File: src/rtl/axi4_lite_reg_bank_pkg.sv
// Shared types for the AXI4-Lite register bank: response codes,
// channel FSM states and the byte-offset helper.
package axi4_lite_reg_bank_pkg;

    typedef enum logic [1:0] {
        OKAY   = 2'b00,
        SLVERR = 2'b10
    } resp_t;

    typedef enum logic {
        W_ACCEPT,
        W_RESP
    } wr_state_t;

    typedef enum logic {
        R_ACCEPT,
        R_RESP
    } rd_state_t;

    // Number of address bits that select a byte inside one data word.
    function automatic int ofs_bits(input int dw);
        return $clog2(dw / 8);
    endfunction

endpackage

File: src/rtl/aix4_lite_if.sv
// AXI4-Lite bus bundle with master and slave views.
// Params: ADDR_BIT_WIDTH (byte address), DATA_BIT_WIDTH (32 or 64).
interface aix4_lite_if #(
    parameter int ADDR_BIT_WIDTH = 4,
    parameter int DATA_BIT_WIDTH = 32
);
    logic [ADDR_BIT_WIDTH-1:0]   awaddr;
    logic [2:0]                  awprot;
    logic                        awvalid;
    logic                        awready;
    logic [DATA_BIT_WIDTH-1:0]   wdata;
    logic [DATA_BIT_WIDTH/8-1:0] wstrb;
    logic                        wvalid;
    logic                        wready;
    logic [1:0]                  bresp;
    logic                        bvalid;
    logic                        bready;
    logic [ADDR_BIT_WIDTH-1:0]   araddr;
    logic [2:0]                  arprot;
    logic                        arvalid;
    logic                        arready;
    logic [DATA_BIT_WIDTH-1:0]   rdata;
    logic [1:0]                  rresp;
    logic                        rvalid;
    logic                        rready;

    modport slv_port (
        input  awaddr, awprot, awvalid,
        output awready,
        input  wdata, wstrb, wvalid,
        output wready,
        output bresp, bvalid,
        input  bready,
        input  araddr, arprot, arvalid,
        output arready,
        output rdata, rresp, rvalid,
        input  rready
    );

    modport mst_port (
        output awaddr, awprot, awvalid,
        input  awready,
        output wdata, wstrb, wvalid,
        input  wready,
        input  bresp, bvalid,
        output bready,
        output araddr, arprot, arvalid,
        input  arready,
        input  rdata, rresp, rvalid,
        output rready
    );

endinterface

File: src/rtl/axi4_lite_reg_bank_wr_ch.sv
// Write channel of the register bank: captures AW and W independently,
// issues one commit per transaction, then holds B until accepted.
// Ports: i_aw_idx/i_awvalid/o_awready, i_wdata/i_wstrb/i_wvalid/o_wready,
//        o_bresp/o_bvalid/i_bready, o_cm_* commit strobe toward the registers.
module axi4_lite_reg_bank_wr_ch
    import axi4_lite_reg_bank_pkg::*;
#(
    parameter int IDX_W          = 2,
    parameter int DATA_BIT_WIDTH = 32,
    parameter int NUM_REGS       = 4
) (
    input  logic                        i_clk,
    input  logic                        i_arst_n,
    input  logic [IDX_W-1:0]            i_aw_idx,
    input  logic                        i_awvalid,
    output logic                        o_awready,
    input  logic [DATA_BIT_WIDTH-1:0]   i_wdata,
    input  logic [DATA_BIT_WIDTH/8-1:0] i_wstrb,
    input  logic                        i_wvalid,
    output logic                        o_wready,
    output logic [1:0]                  o_bresp,
    output logic                        o_bvalid,
    input  logic                        i_bready,
    output logic                        o_cm_en,
    output logic [IDX_W-1:0]            o_cm_idx,
    output logic [DATA_BIT_WIDTH-1:0]   o_cm_data,
    output logic [DATA_BIT_WIDTH/8-1:0] o_cm_strb
);

    localparam int STRB_W = DATA_BIT_WIDTH / 8;
    localparam logic [IDX_W:0] NREG = (IDX_W + 1)'(NUM_REGS);

    wr_state_t r_state, w_state_nxt;

    logic              r_aw_done, w_aw_done_nxt;
    logic              r_w_done,  w_w_done_nxt;
    logic              r_awready, w_awready_nxt;
    logic              r_wready,  w_wready_nxt;
    logic              r_bvalid,  w_bvalid_nxt;
    resp_t             r_bresp,   w_bresp_nxt;
    logic [IDX_W-1:0]  r_idx,     w_idx_nxt;
    logic [DATA_BIT_WIDTH-1:0] r_data, w_data_nxt;
    logic [STRB_W-1:0] r_strb,    w_strb_nxt;

    logic              w_aw_hs;
    logic              w_w_hs;
    logic              w_aw_got;
    logic              w_w_got;
    logic              w_in_range;
    logic              w_cm_en;
    logic [IDX_W-1:0]  w_cur_idx;
    logic [DATA_BIT_WIDTH-1:0] w_cur_data;
    logic [STRB_W-1:0] w_cur_strb;

    assign w_aw_hs = i_awvalid & r_awready;
    assign w_w_hs  = i_wvalid & r_wready;

    assign w_aw_got = r_aw_done | w_aw_hs;
    assign w_w_got  = r_w_done | w_w_hs;

    // Payload taken straight from the bus when its handshake is this
    // cycle, so a same-edge AW+W commits without an extra capture cycle.
    assign w_cur_idx  = w_aw_hs ? i_aw_idx : r_idx;
    assign w_cur_data = w_w_hs  ? i_wdata  : r_data;
    assign w_cur_strb = w_w_hs  ? i_wstrb  : r_strb;

    assign w_in_range = {1'b0, w_cur_idx} < NREG;

    always_comb begin
        w_state_nxt   = r_state;
        w_aw_done_nxt = r_aw_done;
        w_w_done_nxt  = r_w_done;
        w_awready_nxt = r_awready;
        w_wready_nxt  = r_wready;
        w_bvalid_nxt  = r_bvalid;
        w_bresp_nxt   = r_bresp;
        w_idx_nxt     = r_idx;
        w_data_nxt    = r_data;
        w_strb_nxt    = r_strb;
        w_cm_en       = 1'b0;
        unique case (r_state)
            W_ACCEPT: begin
                w_idx_nxt  = w_cur_idx;
                w_data_nxt = w_cur_data;
                w_strb_nxt = w_cur_strb;
                if (w_aw_got && w_w_got) begin
                    w_state_nxt   = W_RESP;
                    w_aw_done_nxt = 1'b0;
                    w_w_done_nxt  = 1'b0;
                    w_awready_nxt = 1'b0;
                    w_wready_nxt  = 1'b0;
                    w_bvalid_nxt  = 1'b1;
                    w_cm_en       = w_in_range;
                    if (w_in_range) begin
                        w_bresp_nxt = OKAY;
                    end else begin
                        w_bresp_nxt = SLVERR;
                    end
                end else begin
                    // Readies also come up here on the first edge after reset.
                    w_aw_done_nxt = w_aw_got;
                    w_w_done_nxt  = w_w_got;
                    w_awready_nxt = ~w_aw_got;
                    w_wready_nxt  = ~w_w_got;
                end
            end
            W_RESP: begin
                if (i_bready) begin
                    w_state_nxt   = W_ACCEPT;
                    w_bvalid_nxt  = 1'b0;
                    w_awready_nxt = 1'b1;
                    w_wready_nxt  = 1'b1;
                end
            end
            default: begin
                w_state_nxt = W_ACCEPT;
            end
        endcase
    end

    always_ff @(posedge i_clk or negedge i_arst_n) begin
        if (!i_arst_n) begin
            r_state   <= W_ACCEPT;
            r_aw_done <= 1'b0;
            r_w_done  <= 1'b0;
            r_awready <= 1'b0;
            r_wready  <= 1'b0;
            r_bvalid  <= 1'b0;
            r_bresp   <= OKAY;
            r_idx     <= '0;
            r_data    <= '0;
            r_strb    <= '0;
        end else begin
            r_state   <= w_state_nxt;
            r_aw_done <= w_aw_done_nxt;
            r_w_done  <= w_w_done_nxt;
            r_awready <= w_awready_nxt;
            r_wready  <= w_wready_nxt;
            r_bvalid  <= w_bvalid_nxt;
            r_bresp   <= w_bresp_nxt;
            r_idx     <= w_idx_nxt;
            r_data    <= w_data_nxt;
            r_strb    <= w_strb_nxt;
        end
    end

    assign o_awready = r_awready;
    assign o_wready  = r_wready;
    assign o_bvalid  = r_bvalid;
    assign o_bresp   = r_bresp;

    assign o_cm_en   = w_cm_en;
    assign o_cm_idx  = w_cur_idx;
    assign o_cm_data = w_cur_data;
    assign o_cm_strb = w_cur_strb;

endmodule

File: src/rtl/axi4_lite_reg_bank.sv
// AXI4-Lite slave register bank: holds NUM_REGS control registers,
// runs the read channel and delegates write handshaking to _wr_ch.
// Ports: i_clk, i_arst_n, s_axi (slave view), o_regs, o_wr_pulse.
// Optional assertions: define AXI4_LITE_REG_BANK_SVA_EN.
module axi4_lite_reg_bank
    import axi4_lite_reg_bank_pkg::*;
#(
    parameter int ADDR_BIT_WIDTH = 4,
    parameter int DATA_BIT_WIDTH = 32,
    parameter int NUM_REGS       = 4,
    parameter logic [DATA_BIT_WIDTH-1:0] RST_VAL = '0
) (
    input  logic                                     i_clk,
    input  logic                                     i_arst_n,
    aix4_lite_if.slv_port                            s_axi,
    output logic [NUM_REGS-1:0][DATA_BIT_WIDTH-1:0]  o_regs,
    output logic [NUM_REGS-1:0]                      o_wr_pulse
);

    localparam int OFS    = ofs_bits(DATA_BIT_WIDTH);
    localparam int IDX_W  = ADDR_BIT_WIDTH - OFS;
    localparam int STRB_W = DATA_BIT_WIDTH / 8;
    localparam logic [IDX_W:0] NREG = (IDX_W + 1)'(NUM_REGS);

    logic [NUM_REGS-1:0][DATA_BIT_WIDTH-1:0] r_regs;
    logic [NUM_REGS-1:0]                     r_wr_pulse;

    logic                      w_cm_en;
    logic [IDX_W-1:0]          w_cm_idx;
    logic [DATA_BIT_WIDTH-1:0] w_cm_data;
    logic [STRB_W-1:0]         w_cm_strb;
    logic                      w_awready;
    logic                      w_wready;
    logic                      w_bvalid;
    logic [1:0]                w_bresp;

    axi4_lite_reg_bank_wr_ch #(
        .IDX_W          (IDX_W),
        .DATA_BIT_WIDTH (DATA_BIT_WIDTH),
        .NUM_REGS       (NUM_REGS)
    ) u_wr_ch (
        .i_clk     (i_clk),
        .i_arst_n  (i_arst_n),
        .i_aw_idx  (s_axi.awaddr[ADDR_BIT_WIDTH-1:OFS]),
        .i_awvalid (s_axi.awvalid),
        .o_awready (w_awready),
        .i_wdata   (s_axi.wdata),
        .i_wstrb   (s_axi.wstrb),
        .i_wvalid  (s_axi.wvalid),
        .o_wready  (w_wready),
        .o_bresp   (w_bresp),
        .o_bvalid  (w_bvalid),
        .i_bready  (s_axi.bready),
        .o_cm_en   (w_cm_en),
        .o_cm_idx  (w_cm_idx),
        .o_cm_data (w_cm_data),
        .o_cm_strb (w_cm_strb)
    );

    assign s_axi.awready = w_awready;
    assign s_axi.wready  = w_wready;
    assign s_axi.bvalid  = w_bvalid;
    assign s_axi.bresp   = w_bresp;

    // An all-zero strobe is a legal no-op write: no update, no pulse.
    always_ff @(posedge i_clk or negedge i_arst_n) begin
        if (!i_arst_n) begin
            r_regs     <= {NUM_REGS{RST_VAL}};
            r_wr_pulse <= '0;
        end else begin
            r_wr_pulse <= '0;
            for (int i = 0; i < NUM_REGS; i++) begin
                if (w_cm_en && (w_cm_idx == IDX_W'(i)) && (|w_cm_strb)) begin
                    r_wr_pulse[i] <= 1'b1;
                    for (int b = 0; b < STRB_W; b++) begin
                        if (w_cm_strb[b]) begin
                            r_regs[i][b*8 +: 8] <= w_cm_data[b*8 +: 8];
                        end
                    end
                end
            end
        end
    end

    assign o_regs     = r_regs;
    assign o_wr_pulse = r_wr_pulse;

    rd_state_t                 r_rd_state, w_rd_state_nxt;
    logic                      r_arready,  w_arready_nxt;
    logic                      r_rvalid,   w_rvalid_nxt;
    logic [DATA_BIT_WIDTH-1:0] r_rdata,    w_rdata_nxt;
    resp_t                     r_rresp,    w_rresp_nxt;

    logic [IDX_W-1:0]          w_ar_idx;
    logic                      w_ar_in_range;
    logic [DATA_BIT_WIDTH-1:0] w_rd_val;

    assign w_ar_idx      = s_axi.araddr[ADDR_BIT_WIDTH-1:OFS];
    assign w_ar_in_range = {1'b0, w_ar_idx} < NREG;

    // Reads sample r_regs before any same-edge commit lands,
    // so a colliding read returns the pre-write value.
    always_comb begin
        w_rd_val = '0;
        for (int i = 0; i < NUM_REGS; i++) begin
            if (w_ar_idx == IDX_W'(i)) begin
                w_rd_val = r_regs[i];
            end
        end
    end

    always_comb begin
        w_rd_state_nxt = r_rd_state;
        w_arready_nxt  = r_arready;
        w_rvalid_nxt   = r_rvalid;
        w_rdata_nxt    = r_rdata;
        w_rresp_nxt    = r_rresp;
        unique case (r_rd_state)
            R_ACCEPT: begin
                if (s_axi.arvalid && r_arready) begin
                    w_rd_state_nxt = R_RESP;
                    w_arready_nxt  = 1'b0;
                    w_rvalid_nxt   = 1'b1;
                    w_rdata_nxt    = w_rd_val;
                    if (w_ar_in_range) begin
                        w_rresp_nxt = OKAY;
                    end else begin
                        w_rresp_nxt = SLVERR;
                    end
                end else begin
                    w_arready_nxt = 1'b1;
                end
            end
            R_RESP: begin
                if (s_axi.rready) begin
                    w_rd_state_nxt = R_ACCEPT;
                    w_rvalid_nxt   = 1'b0;
                    w_arready_nxt  = 1'b1;
                end
            end
            default: begin
                w_rd_state_nxt = R_ACCEPT;
            end
        endcase
    end

    always_ff @(posedge i_clk or negedge i_arst_n) begin
        if (!i_arst_n) begin
            r_rd_state <= R_ACCEPT;
            r_arready  <= 1'b0;
            r_rvalid   <= 1'b0;
            r_rdata    <= '0;
            r_rresp    <= OKAY;
        end else begin
            r_rd_state <= w_rd_state_nxt;
            r_arready  <= w_arready_nxt;
            r_rvalid   <= w_rvalid_nxt;
            r_rdata    <= w_rdata_nxt;
            r_rresp    <= w_rresp_nxt;
        end
    end

    assign s_axi.arready = r_arready;
    assign s_axi.rvalid  = r_rvalid;
    assign s_axi.rdata   = r_rdata;
    assign s_axi.rresp   = r_rresp;

    // Protection bits and sub-word address bits carry no meaning here.
    logic w_unused;
    assign w_unused = ^{s_axi.awprot, s_axi.arprot,
                        s_axi.awaddr[OFS-1:0], s_axi.araddr[OFS-1:0]};

`ifdef AXI4_LITE_REG_BANK_SVA_EN
    a_awvalid_hold: assert property (@(posedge i_clk) disable iff (!i_arst_n)
        s_axi.awvalid && !s_axi.awready |=> s_axi.awvalid);
    a_wvalid_hold: assert property (@(posedge i_clk) disable iff (!i_arst_n)
        s_axi.wvalid && !s_axi.wready |=> s_axi.wvalid);
    a_arvalid_hold: assert property (@(posedge i_clk) disable iff (!i_arst_n)
        s_axi.arvalid && !s_axi.arready |=> s_axi.arvalid);
    a_aw_stable: assert property (@(posedge i_clk) disable iff (!i_arst_n)
        s_axi.awvalid && !s_axi.awready |=>
        $stable({s_axi.awaddr, s_axi.awprot}));
    a_w_stable: assert property (@(posedge i_clk) disable iff (!i_arst_n)
        s_axi.wvalid && !s_axi.wready |=>
        $stable({s_axi.wdata, s_axi.wstrb}));
    a_ar_stable: assert property (@(posedge i_clk) disable iff (!i_arst_n)
        s_axi.arvalid && !s_axi.arready |=>
        $stable({s_axi.araddr, s_axi.arprot}));
    a_bvalid_hold: assert property (@(posedge i_clk) disable iff (!i_arst_n)
        s_axi.bvalid && !s_axi.bready |=> s_axi.bvalid);
    a_rvalid_hold: assert property (@(posedge i_clk) disable iff (!i_arst_n)
        s_axi.rvalid && !s_axi.rready |=> s_axi.rvalid);
    a_valid_no_x: assert property (@(posedge i_clk) disable iff (!i_arst_n)
        !$isunknown({s_axi.awvalid, s_axi.wvalid, s_axi.arvalid,
                     s_axi.bvalid, s_axi.rvalid}));
`else
`endif

endmodule
File: src/flat_wrapper.sv
// flat-port wrapper written by rule: the top's interface ports become plain ports
module axi4_lite_reg_bank_flat import axi4_lite_reg_bank_pkg::*;
#(
    parameter int ADDR_BIT_WIDTH = 4,
    parameter int DATA_BIT_WIDTH = 32,
    parameter int NUM_REGS       = 4,
    parameter logic [DATA_BIT_WIDTH-1:0] RST_VAL = '0
)
  (i_clk, i_arst_n, o_regs, o_wr_pulse, s_axi_awaddr, s_axi_awprot, s_axi_awvalid, s_axi_awready, s_axi_wdata, s_axi_wstrb, s_axi_wvalid, s_axi_wready, s_axi_bresp, s_axi_bvalid, s_axi_bready, s_axi_araddr, s_axi_arprot, s_axi_arvalid, s_axi_arready, s_axi_rdata, s_axi_rresp, s_axi_rvalid, s_axi_rready);
  aix4_lite_if #(.ADDR_BIT_WIDTH(ADDR_BIT_WIDTH), .DATA_BIT_WIDTH(DATA_BIT_WIDTH)) s_axi_i ();
  input  logic i_clk;
  input  logic i_arst_n;
  output logic [NUM_REGS-1:0][DATA_BIT_WIDTH-1:0] o_regs;
  output logic [NUM_REGS-1:0] o_wr_pulse;
  input wire logic [$bits(s_axi_i.awaddr)-1:0] s_axi_awaddr;
  input wire logic [$bits(s_axi_i.awprot)-1:0] s_axi_awprot;
  input wire logic [$bits(s_axi_i.awvalid)-1:0] s_axi_awvalid;
  output wire logic [$bits(s_axi_i.awready)-1:0] s_axi_awready;
  input wire logic [$bits(s_axi_i.wdata)-1:0] s_axi_wdata;
  input wire logic [$bits(s_axi_i.wstrb)-1:0] s_axi_wstrb;
  input wire logic [$bits(s_axi_i.wvalid)-1:0] s_axi_wvalid;
  output wire logic [$bits(s_axi_i.wready)-1:0] s_axi_wready;
  output wire logic [$bits(s_axi_i.bresp)-1:0] s_axi_bresp;
  output wire logic [$bits(s_axi_i.bvalid)-1:0] s_axi_bvalid;
  input wire logic [$bits(s_axi_i.bready)-1:0] s_axi_bready;
  input wire logic [$bits(s_axi_i.araddr)-1:0] s_axi_araddr;
  input wire logic [$bits(s_axi_i.arprot)-1:0] s_axi_arprot;
  input wire logic [$bits(s_axi_i.arvalid)-1:0] s_axi_arvalid;
  output wire logic [$bits(s_axi_i.arready)-1:0] s_axi_arready;
  output wire logic [$bits(s_axi_i.rdata)-1:0] s_axi_rdata;
  output wire logic [$bits(s_axi_i.rresp)-1:0] s_axi_rresp;
  output wire logic [$bits(s_axi_i.rvalid)-1:0] s_axi_rvalid;
  input wire logic [$bits(s_axi_i.rready)-1:0] s_axi_rready;
  assign s_axi_i.awaddr = s_axi_awaddr;
  assign s_axi_i.awprot = s_axi_awprot;
  assign s_axi_i.awvalid = s_axi_awvalid;
  assign s_axi_awready = s_axi_i.awready;
  assign s_axi_i.wdata = s_axi_wdata;
  assign s_axi_i.wstrb = s_axi_wstrb;
  assign s_axi_i.wvalid = s_axi_wvalid;
  assign s_axi_wready = s_axi_i.wready;
  assign s_axi_bresp = s_axi_i.bresp;
  assign s_axi_bvalid = s_axi_i.bvalid;
  assign s_axi_i.bready = s_axi_bready;
  assign s_axi_i.araddr = s_axi_araddr;
  assign s_axi_i.arprot = s_axi_arprot;
  assign s_axi_i.arvalid = s_axi_arvalid;
  assign s_axi_arready = s_axi_i.arready;
  assign s_axi_rdata = s_axi_i.rdata;
  assign s_axi_rresp = s_axi_i.rresp;
  assign s_axi_rvalid = s_axi_i.rvalid;
  assign s_axi_i.rready = s_axi_rready;
  axi4_lite_reg_bank #(.ADDR_BIT_WIDTH(ADDR_BIT_WIDTH), .DATA_BIT_WIDTH(DATA_BIT_WIDTH), .NUM_REGS(NUM_REGS), .RST_VAL(RST_VAL)) u_core (.i_clk(i_clk), .i_arst_n(i_arst_n), .s_axi(s_axi_i), .o_regs(o_regs), .o_wr_pulse(o_wr_pulse));
endmodule
File: config.mk
export PLATFORM = sky130hd
export DESIGN_NAME = axi4_lite_reg_bank_flat
export DESIGN_NICKNAME = d
export VERILOG_FILES = /design/src/rtl/axi4_lite_reg_bank_pkg.sv /design/src/rtl/aix4_lite_if.sv /design/src/rtl/axi4_lite_reg_bank_wr_ch.sv /design/src/rtl/axi4_lite_reg_bank.sv /design/src/flat_wrapper.sv
export SDC_FILE = /design/constraint.sdc
export NUM_CORES = 1
export LEC_CHECK = 0
export BUFFER_PORTS_ARGS = -buffer_cell sky130_fd_sc_hd__buf_2
export CAP_MARGIN = 20
export CORE_MARGIN = 3
export CORE_UTILIZATION = 58
export DETAILED_ROUTE_END_ITERATION = 10
export PLACE_DENSITY = 0.87
export SKIP_CTS_REPAIR_TIMING = 1
export SYNTH_ARGS = -nofsm -noshare
export SYNTH_HDL_FRONTEND = slang
export SYNTH_SLANG_ARGS = --single-unit
File: constraint.sdc
create_clock -name i_clk -period 2.8 [get_ports i_clk]
set_input_delay 0.42 -clock i_clk [delete_from_list [all_inputs] [get_ports i_clk]]
set_output_delay 0.42 -clock i_clk [all_outputs]
set_load 0.01 [all_outputs]
### Yosys cells after proc, flatten, opt, wreduce, memory -nomap -nowiden

Index checks and enable logic that the tools add are counted.

* reduce and logical (&&, ||, !) cells: 32
* bitwise operators: 8
* muxes and demuxes: 34
* equality and inequality tests: 10

Operators by type and width (number)
* $mux W32: 5
* $reduce_and A2 Y1: 19
* $mux W1: 20
* $pmux W1 S2: 7
* $logic_and A1 B1 Y1: 10
* $eq A2 B2 Y1 const B: 4
* $ne A2 B2 Y1 const B: 3
* $eq A2 B1 Y1 const B: 2
* $logic_not A2 Y1: 2
* $mux W4: 1
* $not A1 Y1: 4
* $reduce_or A4 Y1: 1
* $and A1 B1 Y1: 2
* $mux W2: 1
* $ne A2 B1 Y1 const B: 1
* $or A1 B1 Y1: 2

* input bits: 57
* output and inout port bits: 173
* logic and storage cells: 114
* flip-flop bits (word level): 211

### Depth between registers and ports, before layout

* word-level depth: 8
* depth in mapped cells: 6
* mapped depth without buffers: 4

### Cells and area by module

From an unflattened synthesis, not the netlist that was laid out.

* cell total of the unflattened synthesis: 561
* area total of the unflattened synthesis: 9531.6 um2

Modules (own cells, without submodules)
* axi4_lite_reg_bank: area an instance 7283.2 um2, instances 1, cells an instance 412, sequential area each 4179.0 um2
* axi4_lite_reg_bank_wr_ch: area an instance 2248.4 um2, instances 1, cells an instance 149, sequential area each 1101.1 um2

### Worst setup path before layout

OpenSTA, ideal clock, no wires.

* path kind: input port to flip-flop
* start: input port s_axi_araddr[2]
* end: register u_core.r_rdata[2] (netlist: u_core.s_axi.rdata[2])
* required time: 2.675 ns
* buffers on the path: 2
* path slack: 0.964 ns
* cell stages on the path: 4
* setup time: 0.125 ns
* data arrival time: 1.711 ns
* path through: clkbuf_1 -> buf_2 -> mux4_2 -> mux2_2

* word-level cells in the longest chain between the ends: 5
* elaborated cells on any way between the ends: 8
* those cells by class: 3 x eq/ne; 4 x mux; 1 x reduce/logical

RTL lines
* start, declared: RTL line flat_wrapper.sv:26 `input wire logic [$bits(s_axi_i.araddr)-1:0] s_axi_araddr;`
* $logic_not A2 Y1: RTL line axi4_lite_reg_bank.sv:106 `if (w_ar_idx == IDX_W'(i)) begin`
* $mux W32 (3 in a row): RTL line axi4_lite_reg_bank.sv:106
* $mux W32 (*): RTL line axi4_lite_reg_bank.sv:106
* end signal, assigned: RTL line axi4_lite_reg_bank.sv:158 `r_rdata <= w_rdata_nxt;`
* end, declared: RTL line axi4_lite_reg_bank.sv:91 `logic [DATA_BIT_WIDTH-1:0] r_rdata, w_rdata_nxt;`

Mark *: on every way between the ends. The rest lies on a longest branch, timed or not.
A chain may end at the register's enable or synchronous reset.

### Worst setup path in the final report

* start: register u_core.u_wr_ch.r_awready (netlist: u_core.u_wr_ch.o_awready)
* end: register u_core.r_regs, in the netlist u_core.o_regs[35]

* word-level cells in the longest chain between the ends: 8
* elaborated cells on any way between the ends: 10
* those cells by class: 1 x eq/ne; 3 x mux; 2 x bitwise; 4 x reduce/logical

RTL lines
* start, declared: RTL line axi4_lite_reg_bank_wr_ch.sv:37 `logic r_awready, w_awready_nxt;`
* start signal, assigned: RTL line axi4_lite_reg_bank_wr_ch.sv:137 `r_awready <= w_awready_nxt;`
* $and A1 B1 Y1 (*): RTL line axi4_lite_reg_bank_wr_ch.sv:55 `assign w_aw_hs = i_awvalid & r_awready;`
* $or A1 B1 Y1: RTL line axi4_lite_reg_bank_wr_ch.sv:58 `assign w_aw_got = r_aw_done | w_aw_hs;`
* $logic_and A1 B1 Y1: RTL line axi4_lite_reg_bank_wr_ch.sv:86 `if (w_aw_got && w_w_got) begin`
* $mux W1: RTL line axi4_lite_reg_bank_wr_ch.sv:86
* $mux W1: RTL line axi4_lite_reg_bank_wr_ch.sv:81 `unique case (r_state)`
* $logic_and A1 B1 Y1 (*) (2 in a row): RTL line axi4_lite_reg_bank.sv:73 `if (w_cm_en && (w_cm_idx == IDX_W'(i)) && (|w_cm_strb)) begin`
* $reduce_and A2 Y1 (no source line) (*)
* end signal, assigned: RTL line axi4_lite_reg_bank.sv:68 `r_regs <= {NUM_REGS{RST_VAL}};`
* end signal, assigned by index: RTL line axi4_lite_reg_bank.sv:77 `r_regs[i][b*8 +: 8] <= w_cm_data[b*8 +: 8];`
* end, declared: RTL line axi4_lite_reg_bank.sv:25 `logic [NUM_REGS-1:0][DATA_BIT_WIDTH-1:0] r_regs;`

Marked as above.

==> key figures <==
Power
  • PD cells: 1150 nW/um^2
  • Worst vdd ir: 682 uV
  • Total power: 13.1 mW
  • Leak pwr: 5.76 nW

Global route
  • First-pass GRT wire length: 35300 um
  • Largest net degree at the start of global routing: 78
  • Remaining Overflow, GRT: 0
  • Number of global-route vias before repair: 6579
  • Initial antenna violation count: 2
  • Gr usage total: 0.253

Min path
  • Hold Crit Class: in -> async

STA
  • Period utilization: 0.747
  • Setup_tns: 0 ns
  • # setup viols final: 0
  • Slew @ Worst Pin: 0.757 ns
  • Min Clock Period, post-route: 2.09 ns
  • Slew HR: 0.494
  • Final Hold Fails: 50
  • Final slew viol count: 0
  • RSZ-0062 raised after global routing: false
  • Hold WS: -0.0531 ns
  • Clock Skew: 0.0113 ns
  • Achievable clock frequency: 0.478 GHz

Setup path
  • Minimum setup slack among reg-to-reg paths: 0.71 ns
  • CP max FO: 18
  • Reg-to-reg critical path startpoint: u_core.u_wr_ch.o_awready$_DFFE_PN0P_
  • Startpoint types: register
  • Worst reg2reg path endpoint: u_core.o_regs[35]$_DFFE_PN0P_
  • Req. time, crit path: 3.16 ns
  • Critical path type: reg -> reg
  • Crit end category: register
  • Worst reg2reg path depth: 4
  • Worst EP arrival: 2.45 ns

Drt
  • Final wirelength: 22100 um
  • 1st-pass router iterations: 4
  • Starting DRT DRC Count: 316
  • Drt wl/cell: 20.2 um
  • Vias: 6166
  • DRC viols: 0
  • Vias per cell: 5.64
  • Antenna Violating Nets Remaining: 0

Logic synthesis
  • Synth warn: 0
  • Compound-Gate Fraction of Synth Area: 0.0159
  • Synth Area in Adders: 0
  • Post-synthesis register bit count: 211
  • Largest family of logic cells by synthesized area: multiplexers
  • Top cell type's share of synthesized area: 0.569
  • Cell with the most instances after synthesis: dfrtp_1
  • Cell count after synthesis: 644
  • Yosys cell types: 33
  • Mux contribution to synthesized area: 0.319
  • Post-Synth Simple-Gate Area: 0.0797
  • Avg Inst Size Synth: 14.4 sq um
  • Area leader, netlist: dfrtp_1
  • Post-synthesis async set-or-reset flop share: 1.00
  • XOR/XNOR Fraction of Synth Area: 0
  • Commonest cells in the netlist: 211 x dfrtp_1, 191 x mux2_2, 110 x nand2_1
  • Sequential area share after synthesis: 0.569
  • EDFF count, synth: 0
  • Synth Flop Type: dfrtp_1
  • Post-Syn Area: 9270 sq um
  • Most area-consuming cells after synthesis: dfrtp_1 57%, mux2_2 23%, mux4_2 7.8%

Layout
  • FILL cells: 1057
  • Post-Route Utilization: 0.734
  • Layout cells sized above 1: 0.580
  • Non-filler cells, final: 1094
  • Area growth syn-to-layout: 22.1%
  • Nets@finish: 924
  • Multi-input gate area: 3870 sq um
  • Finished Cell Area: 11300 sq um
  • FF/Latch Area: 5280 sq um

CTS
  • Total CTS buffers: 21
  • Clock Tree Buf Depth: 3
  • H-tree Lvls: 1
  • Clock sinks: 211
  • Root Driver: clkbuf_16
  • TritonCTS clock tree: yes
  • Clk slew on worst S/H paths: 0.06 ns
  • Worst-skew pair later-pin latency: 0.49 ns

Outcome
  • Failing checks: hold timing
  • Status: finished with violations

Job
  • Max-cap violations: 0

Placement
  • # port buffers: 215
  • Post-DP Area: 10600 sq um
  • DP HPWL: 15100 um
  • Placed Instances: 1055
  • GP Congestion: 0.766

Die
  • Core area: 15400 sq um
  • Die width: 132 um
  • Die Y: 132 um
  • Row cnt: 45
  • Die area: 17500 sq um
  • Num ports: 230
  • Initial core utilization: 0.601
## sequential cells by signal, summed over array words and instances (netlist names)
name and cells:
u_core.u_wr_ch.o_bvalid 1, u_core.o_wr_pulse 4, u_core.u_wr_ch.r_w_done 1, u_core.u_wr_ch.r_state 1
u_core.u_wr_ch.o_awready 1, u_core.u_wr_ch.r_aw_done 1, u_core.u_wr_ch.o_wready 1, u_core.o_regs 128
u_core.u_wr_ch.r_data 32, u_core.u_wr_ch.r_strb 4, u_core.s_axi.rvalid 1, u_core.r_rd_state 1
u_core.u_wr_ch.r_idx 2, u_core.s_axi.arready 1, u_core.s_axi.rdata 32
## layer usage
layer	wire (um)	vias up	global-route usage
li1	-	2743	-
met1	8750	3211	0.317
met2	11600	177	0.450
met3	1240	35	0.0479
met4	495	0	0.0722
met5	0	-	0
## cell type report
class / count / area share
antenna: 2 / 0.000442
clock buffer: 28 / 0.0505
clock inverter: 9 / 0.00873
inverter: 3 / 0.000994
multi-input combinational: 405 / 0.342
sequential: 211 / 0.466
tap: 211 / 0.0233
timing repair buffer: 225 / 0.108
## logic make-up (layout without fill, tap and decap cells)
group | count (synthesis) | after routing
buffers and inverters | 31 | 265
muxes | 230 | 230
DFF | 211 | 211
other | 1 | 6
AOI/OAI and AO/OA | 18 | 18
and+or+nand+nor | 153 | 153
## critical path, cell delays in order, from the launching register on
cell,delay (ns)
dfrtp_1,0.50
a21oi_1,0.22
nor2_4,0.46
nand3_2,0.37
mux2_1,0.42
## report_power, final
group / leakage, nW / internal (mW) / total (mW) / switching (mW)
clock: 0.335 / 1.62 / 2.75 / 1.12
combinational: 2.75 / 2.50 / 4.92 / 2.42
sequential: 2.67 / 4.44 / 5.41 / 0.977
total: 5.76 / 8.56 / 13.1 / 4.52
## layout by cell type, fill, tap and decap left out, drive strengths merged
master	n
nand2b	4
nand4bb	1
nand2	114
bufinv	2
a211oi	1
conb	4
or4	1
a31oi	1
mux4	32
nand4	1
and2	2
buf	224
a21oi	2
a211o	1
nor2b	2
dfrtp	211
diode	2
nand4b	2
mux2	198
o31a	1
inv	3
nand3	17
nor2	8
nor4	1
clkinv	7
o22a	2
clkbuf	29
o21ai	10
## metrics by stage
| stage | setup slack, ns | hold slack (ns) |
|---|---|---|
| final | 0.710 | -0.0531 |
| after global routing | 0.540 | 0.000593 |
| after CTS | 0.696 | -0.0194 |
| after detailed placement | 0.636 | 0.479 |
| after global placement | 0.660 | 0.468 |
| after floorplan | 0.964 | 0.124 |
## worst max path at each step
stage                                             end  cells after the start                                 start  slack, ns
floorplan           u_core.s_axi.rdata[2]$_DFFE_PN0P_                      4                       s_axi_araddr[2]       0.96
global placement         u_core.o_regs[6]$_DFFE_PN0P_                      5                         s_axi_awvalid       0.66
detailed placement       u_core.o_regs[6]$_DFFE_PN0P_                      5                         s_axi_awvalid       0.64
CTS                     u_core.o_regs[35]$_DFFE_PN0P_                      4  u_core.u_wr_ch.o_awready$_DFFE_PN0P_       0.70
global route            u_core.o_regs[35]$_DFFE_PN0P_                      4  u_core.u_wr_ch.o_awready$_DFFE_PN0P_       0.54
finish                  u_core.o_regs[35]$_DFFE_PN0P_                      4  u_core.u_wr_ch.o_awready$_DFFE_PN0P_       0.71
No activity file was read; power rests on OpenSTA's default activity.
